File: config.mk
export PLATFORM = sky130hd
export DESIGN_NAME = hazard_unit
export DESIGN_NICKNAME = d
export VERILOG_FILES = /design/src/rtl/hazard_unit_pkg.sv /design/src/rtl/hazard_unit_mdu_tracker.sv /design/src/rtl/hazard_unit.sv
export SDC_FILE = /design/constraint.sdc
export NUM_CORES = 1
export LEC_CHECK = 0
export BUFFER_PORTS_ARGS = -buffer_cell sky130_fd_sc_hd__buf_2
export CAP_MARGIN = 10
export CORE_MARGIN = 1.5
export CORE_UTILIZATION = 50
export CTS_CLUSTER_SIZE = 40
export DETAILED_ROUTE_END_ITERATION = 10
export GPL_ROUTABILITY_DRIVEN = 0
export HOLD_SLACK_MARGIN = 0.08
export PLACE_DENSITY = 0.76
export SLEW_MARGIN = 30
export SYNTH_ARGS = -nofsm -noshare
export SYNTH_HDL_FRONTEND = slang
export SYNTH_SLANG_ARGS = --single-unit
File: constraint.sdc
create_clock -name clk -period 2.9 [get_ports clk]
set_input_delay 0.29 -clock clk [delete_from_list [all_inputs] [get_ports clk]]
set_output_delay 0.29 -clock clk [all_outputs]
set_load 0.005 [all_outputs]
File: src/rtl/hazard_unit_pkg.sv
// Shared pipeline definitions for the hazard/interlock controller.
//   - default widths and MDU latency
//   - MDU tracker state encoding
//   - zero-register constant (r0 never creates a dependency)
//   - pipeline control bundle and its canned values
package hazard_unit_pkg;

  localparam int unsigned DEF_REG_ADDR_WIDTH = 5;
  localparam int unsigned DEF_MDU_LATENCY    = 4;

  typedef enum logic {
    IDLE = 1'b0,
    BUSY = 1'b1
  } mdu_state_e;

  localparam logic [DEF_REG_ADDR_WIDTH-1:0] ZERO_REG = '0;

  // Enables/flushes for PC, IF/ID and ID/EX, in that order
  typedef struct packed {
    logic pc_en;
    logic if_id_en;
    logic if_id_flush;
    logic id_ex_en;
    logic id_ex_flush;
  } pipe_ctrl_t;

  // Held in reset: nothing advances, both pipeline registers hold bubbles
  localparam pipe_ctrl_t CTRL_RESET  = '{pc_en: 1'b0, if_id_en: 1'b0, if_id_flush: 1'b1,
                                         id_ex_en: 1'b0, id_ex_flush: 1'b1};
  // Redirect: fetch the target, squash IF/ID and ID/EX
  localparam pipe_ctrl_t CTRL_REDIR  = '{pc_en: 1'b1, if_id_en: 1'b1, if_id_flush: 1'b1,
                                         id_ex_en: 1'b1, id_ex_flush: 1'b1};
  // Interlock: hold IF and ID, push a bubble into EX
  localparam pipe_ctrl_t CTRL_STALL  = '{pc_en: 1'b0, if_id_en: 1'b0, if_id_flush: 1'b0,
                                         id_ex_en: 1'b1, id_ex_flush: 1'b1};
  // Free-running pipeline
  localparam pipe_ctrl_t CTRL_RUN    = '{pc_en: 1'b1, if_id_en: 1'b1, if_id_flush: 1'b0,
                                         id_ex_en: 1'b1, id_ex_flush: 1'b0};

endpackage : hazard_unit_pkg

File: src/rtl/hazard_unit_mdu_tracker.sv
// Tracks the multi-cycle multiply/divide unit.
// A start in IDLE enters BUSY for exactly MDU_LATENCY cycles.
// Ports:
//   clk, rst_n  clock / async active-low reset
//   start       EX instruction starts an MDU op this cycle
//   busy        tracker is in BUSY
//   done        last BUSY cycle (leaves BUSY on the next edge)
module hazard_unit_mdu_tracker
  import hazard_unit_pkg::*;
#(
  parameter int unsigned MDU_LATENCY = DEF_MDU_LATENCY,
  parameter int unsigned CNT_WIDTH   = 3
) (
  input  logic clk,
  input  logic rst_n,
  input  logic start,
  output logic busy,
  output logic done
);

  mdu_state_e           state_q, state_d;
  logic [CNT_WIDTH-1:0] cnt_q, cnt_d;

  // State and countdown registers
  always_ff @(posedge clk or negedge rst_n) begin
    if (!rst_n) begin
      state_q <= IDLE;
      cnt_q   <= '0;
    end else begin
      state_q <= state_d;
      cnt_q   <= cnt_d;
    end
  end

  // Next state; a start while BUSY is ignored (no reload)
  always_comb begin
    state_d = state_q;
    cnt_d   = cnt_q;
    case (state_q)
      IDLE: begin
        if (start) begin
          state_d = BUSY;
          cnt_d   = CNT_WIDTH'(MDU_LATENCY - 1);
        end
      end
      BUSY: begin
        if (cnt_q == '0) begin
          state_d = IDLE;
        end else begin
          cnt_d = cnt_q - CNT_WIDTH'(1);
        end
      end
      default: begin
        state_d = IDLE;
        cnt_d   = '0;
      end
    endcase
  end

  assign busy = (state_q == BUSY);
  assign done = busy && (cnt_q == '0);

  // A second start while the MDU is still working is a decode/issue bug
  assert property (@(posedge clk) disable iff (!rst_n) !(start && busy))
    else $error("mdu_tracker: start while BUSY ignored");

endmodule : hazard_unit_mdu_tracker

File: src/rtl/hazard_unit.sv
// Pipeline interlock controller for the 5-stage core.
// Drives PC / IF/ID / ID/EX enables and flushes from load-use hazards,
// MDU busy interlocks and taken-branch redirects; counts stall cycles.
// Ports:
//   clk, rst_n            clock / async active-low reset
//   id_rs, id_rt          source registers of the ID instruction
//   id_use_rs, id_use_rt  ID instruction actually reads rs / rt
//   id_mdu_op             ID instruction needs the MDU (hi/lo or mult/div)
//   ex_mem_read, ex_rd    EX instruction is a load, and its destination
//   ex_mdu_start          EX instruction starts a mult/div
//   branch_taken          EX resolved a taken branch/jump
//   perf_clr              synchronous clear of stall_cycles
//   pc_en, if_id_en, if_id_flush, id_ex_en, id_ex_flush  pipeline control (same cycle)
//   mdu_busy              MDU tracker in BUSY
//   stall_cycles          saturating stall-cycle counter
module hazard_unit
  import hazard_unit_pkg::*;
#(
  parameter int unsigned REG_ADDR_WIDTH = DEF_REG_ADDR_WIDTH,
  parameter int unsigned MDU_LATENCY    = DEF_MDU_LATENCY,
  parameter int unsigned CNT_WIDTH      = 3,
  parameter int unsigned PERF_WIDTH     = 32
) (
  input  logic                      clk,
  input  logic                      rst_n,
  input  logic [REG_ADDR_WIDTH-1:0] id_rs,
  input  logic [REG_ADDR_WIDTH-1:0] id_rt,
  input  logic                      id_use_rs,
  input  logic                      id_use_rt,
  input  logic                      id_mdu_op,
  input  logic                      ex_mem_read,
  input  logic [REG_ADDR_WIDTH-1:0] ex_rd,
  input  logic                      ex_mdu_start,
  input  logic                      branch_taken,
  input  logic                      perf_clr,
  output logic                      pc_en,
  output logic                      if_id_en,
  output logic                      if_id_flush,
  output logic                      id_ex_en,
  output logic                      id_ex_flush,
  output logic                      mdu_busy,
  output logic [PERF_WIDTH-1:0]     stall_cycles
);

  logic       mdu_done;
  logic       load_use;
  logic       mdu_stall;
  logic       stall;
  logic       count_stall;
  pipe_ctrl_t ctrl;

  // MDU busy tracking; unaffected by branch_taken since the EX op is committed
  hazard_unit_mdu_tracker #(
    .MDU_LATENCY (MDU_LATENCY),
    .CNT_WIDTH   (CNT_WIDTH)
  ) u_mdu_tracker (
    .clk   (clk),
    .rst_n (rst_n),
    .start (ex_mdu_start),
    .busy  (mdu_busy),
    .done  (mdu_done)
  );

  // Load-use: EX load writes a register the ID instruction reads; r0 is exempt
  assign load_use = ex_mem_read
                  && (ex_rd != REG_ADDR_WIDTH'(ZERO_REG))
                  && ((id_use_rs && (id_rs == ex_rd)) || (id_use_rt && (id_rt == ex_rd)));

  assign mdu_stall   = id_mdu_op && mdu_busy;
  assign stall       = load_use || mdu_stall;
  // A stall coinciding with a redirect is squashed, so it is not counted
  assign count_stall = stall && !branch_taken;

  // Control priority: reset, redirect, stall, run
  always_comb begin
    ctrl = CTRL_RUN;
    if (!rst_n) begin
      ctrl = CTRL_RESET;
    end else if (branch_taken) begin
      ctrl = CTRL_REDIR;
    end else if (stall) begin
      ctrl = CTRL_STALL;
    end
  end

  assign pc_en       = ctrl.pc_en;
  assign if_id_en    = ctrl.if_id_en;
  assign if_id_flush = ctrl.if_id_flush;
  assign id_ex_en    = ctrl.id_ex_en;
  assign id_ex_flush = ctrl.id_ex_flush;

  // Saturating stall counter; clear wins over increment
  always_ff @(posedge clk or negedge rst_n) begin
    if (!rst_n) begin
      stall_cycles <= '0;
    end else if (perf_clr) begin
      stall_cycles <= '0;
    end else if (count_stall && (stall_cycles != '1)) begin
      stall_cycles <= stall_cycles + PERF_WIDTH'(1);
    end
  end

  // The last BUSY cycle must always be followed by IDLE
  assert property (@(posedge clk) disable iff (!rst_n) mdu_done |=> !mdu_busy)
    else $error("hazard_unit: MDU stayed busy after done");

endmodule : hazard_unit
==> summary.txt <==
routed via count = 2,028
Ys Warns = 0
met2 Usage GRT = 35.8%
Initial Util = 52.2%
VDD IR max = 0.391 mV
critical-path cell list = ha_1 > nand3_1 > nor2_1 > nand4_4 > nand4_1 > nor3_1 > mux2_2
CTS Buf Count = 5
FMAX = 412 MHz
nets@finish = 326
initial DRC count = 138
gr usage total = 22.5%
reg2reg start = stall_cycles[0]
Yosys cell types = 47
RSZ-0062 raised after global routing = false
DRT Wirelength = 5.09 mm
core region area = 4380 µm²
Die W = 70.6 µm
slowest CP cell = dfrtp_1
Mapped Area = 2290 µm²
number of synthesized flops with an enable pin = 0
IO Port Bufs = 61
Die Ht = 70.6 µm
Synth top area share = 39.4%
Synth Net Count = 267
r2r worst-path depth = 7
wire per inst = 14.5 µm
number of global-route vias before repair = 1,960
std cell rows = 24
Pins Over Slew Limit = 0
worst slew pin tran = 0.685 ns
Vias/cell = 5.76
main area contributors after synthesis = dfrtp_1 (39%), a21oi_1 (4.4%), xnor2_1 (4.2%)
Post-CTS Setup Bufs = 0
CP endpoint kind = flop
P_int = 951 µW
CP arrival = 2.61 ns
combinational share of power = 19.2%
M3 GR Usage = 5.84%
Crit path max-delay family = simple AND/OR/NAND/NOR gates
kind of critical path = flop to flop
period utilisation layout = 83.8%
GR peak layer = met2
delay of the slowest critical-path stage = 0.43 ns
crit path max fanout = 12
Syn Area/Cell = 9.53 µm²
antenna cells = 0
Final Hold Fails = 0
CP bufs+invs = 0
CTS root buffer = clkbuf_8
routing usage on met1 = 29.3%
clock power share = 37.4%
DP HPWL = 3.70 mm
layout cells sized above 1 = 32.0%
CTS tree = done
fin crit period = 2.43 ns
startpoint type of the worst setup path = flop
global-route wire length before repair = 8.98 mm
max-cap check violation count = 0
Sw Pwr = 354 µW
clock skew = 0.00604 ns
# hold bufs at CTS = 0
drc violations = 0
Post-synth top flop = dfrtp_1
Num Clock Sinks = 36
top-count cell post-synth = dfrtp_1
utilization after layout = 62.0%
Seq cells post-synth = 36
Top Ports = 62
leading area contributor after synthesis = dfrtp_1
Syn Inst Count = 240
maximum number of pins on one net before global-route repair = 41
Worst-path clk slew = 0.08 ns
post-route ant nets = 0
sequential share of power = 43.4%
Setup violations, final = 0
grt total ovfl = 0
cts repair resizes = 0
Initial DRT Pass Iterations = 4
ys async rst share = 100%
status = complete, no violations
Switching Fraction = 27.1%
worst reg-to-reg setup slack = 0.47 ns
Die Area = 4990 µm²
TNS Setup = 0 ns
Rel. slew slack = 54.4%
Synth top cells by count = dfrtp_1 (36), a21oi_1 (20), nor2_1 (20)
sequential element share of the synthesized area = 39.4%
initial antenna violation count = 0
leakage = 0.00123 µW
maximum clock path buffer count = 2
R2R Path End = stall_cycles[23]
number of H-tree levels = 2
CP Data Required Time = 3.08 ns
Clock Latency Late Sink = 0.29 ns
worst hold path type = input port to async pin
pwr dens = 480 nW/µm²
Area Overhead vs Synth = 18.8%
## worst register-to-register path, cell delays in order (launching register included)
cell and delay, ns:
dfrtp_1 0.43, ha_1 0.24, nand3_1 0.18, nor2_1 0.18, nand4_4 0.17, nand4_1 0.40, nor3_1 0.36, mux2_2 0.36
## worst max path at each step
stage                                from               end  slack (ns)  cells past startpoint
after CTS                 stall_cycles[0]  stall_cycles[15]        0.49                      7
after detailed placement  stall_cycles[0]  stall_cycles[15]        0.50                      7
final                     stall_cycles[0]  stall_cycles[23]        0.47                      7
after global routing      stall_cycles[0]  stall_cycles[15]        0.26                      7
after floorplan           stall_cycles[0]  stall_cycles[17]        0.82                      7
after global placement    stall_cycles[0]  stall_cycles[15]        0.65                      7
## flip-flops by register name, indices dropped and copies added, names as in the netlist
| name | count |
|---|---|
| stall_cycles | 32 |
| u_mdu_tracker.cnt_q | 3 |
| u_mdu_tracker.busy | 1 |
## layout by cell type, fill, tap and decap left out, types with 2 or more instances in the layout
cell type / instances
xor2_1: 4
nand4_4: 2
inv_1: 8
ha_1: 3
xnor2_1: 11
nor2_1: 20
and4_4: 2
and3_1: 2
nand2_1: 17
nand4_1: 11
nor2b_1: 7
nand3_2: 3
a21oi_1: 20
mux2i_1: 2
nor3_1: 8
mux2_2: 6
buf_2: 61
o21a_1: 3
o21ai_0: 11
nand2b_1: 3
or4_1: 7
o31ai_1: 7
nand3_1: 7
or3_1: 11
clkbuf_8: 7
dfrtp_1: 36
## logic make-up (layout without fill, tap and decap cells)
group	Yosys count	after routing	synth area share, %
DFF	36	36	39.4
and+or+nand+nor	110	110	30.3
adders and majority gates	3	3	1.64
muxes	10	10	4.98
buffers and inverters	18	78	4.54
AOI/OAI and AO/OA	48	48	13.5
xor gates and xnor gates	15	15	5.74
## power by group through the flow
stage | clock, µW | sequential (µW) | combinational (µW)
after floorplan | 0 | 569 | 191
after global placement | 0 | 574 | 247
after detailed placement | 0 | 576 | 255
after CTS | 500 | 567 | 256
after global routing | 528 | 573 | 287
final | 488 | 566 | 251
## per-layer routing
| layer | vias to the layer above | routed length (µm) |
|---|---|---|
| li1 | 994 | - |
| met1 | 978 | 2300 |
| met2 | 46 | 2460 |
| met3 | 10 | 224 |
| met4 | 0 | 102 |
| met5 | - | 0 |
## layout make-up
class,instances,area [µm²]
repair buffers,62,313
multi-input cells,186,1280
clock inverters,1,30.0
inverters,8,30.0
clock buffers,7,96.3
flip-flops and latches,36,901
well taps,52,65.1
fillers,379,1670
## stage by stage
| step | instance area [µm²] | power [µW] | cells | hold slack [ns] | setup slack (ns) |
|---|---|---|---|---|---|
| floorplan | 2290 | 760 | 240 | -0.00559 | 0.818 |
| global placement | 2590 | 821 | 344 | 0.426 | 0.645 |
| detailed placement | 2590 | 830 | 344 | 0.429 | 0.495 |
| CTS | 2720 | 1320 | 352 | 0.113 | 0.490 |
| global route | 2720 | 1390 | 352 | 0.140 | 0.258 |
| finish | 2720 | 1300 | 352 | 0.0974 | 0.471 |
Note: power is estimated with default switching activity, not from simulation.
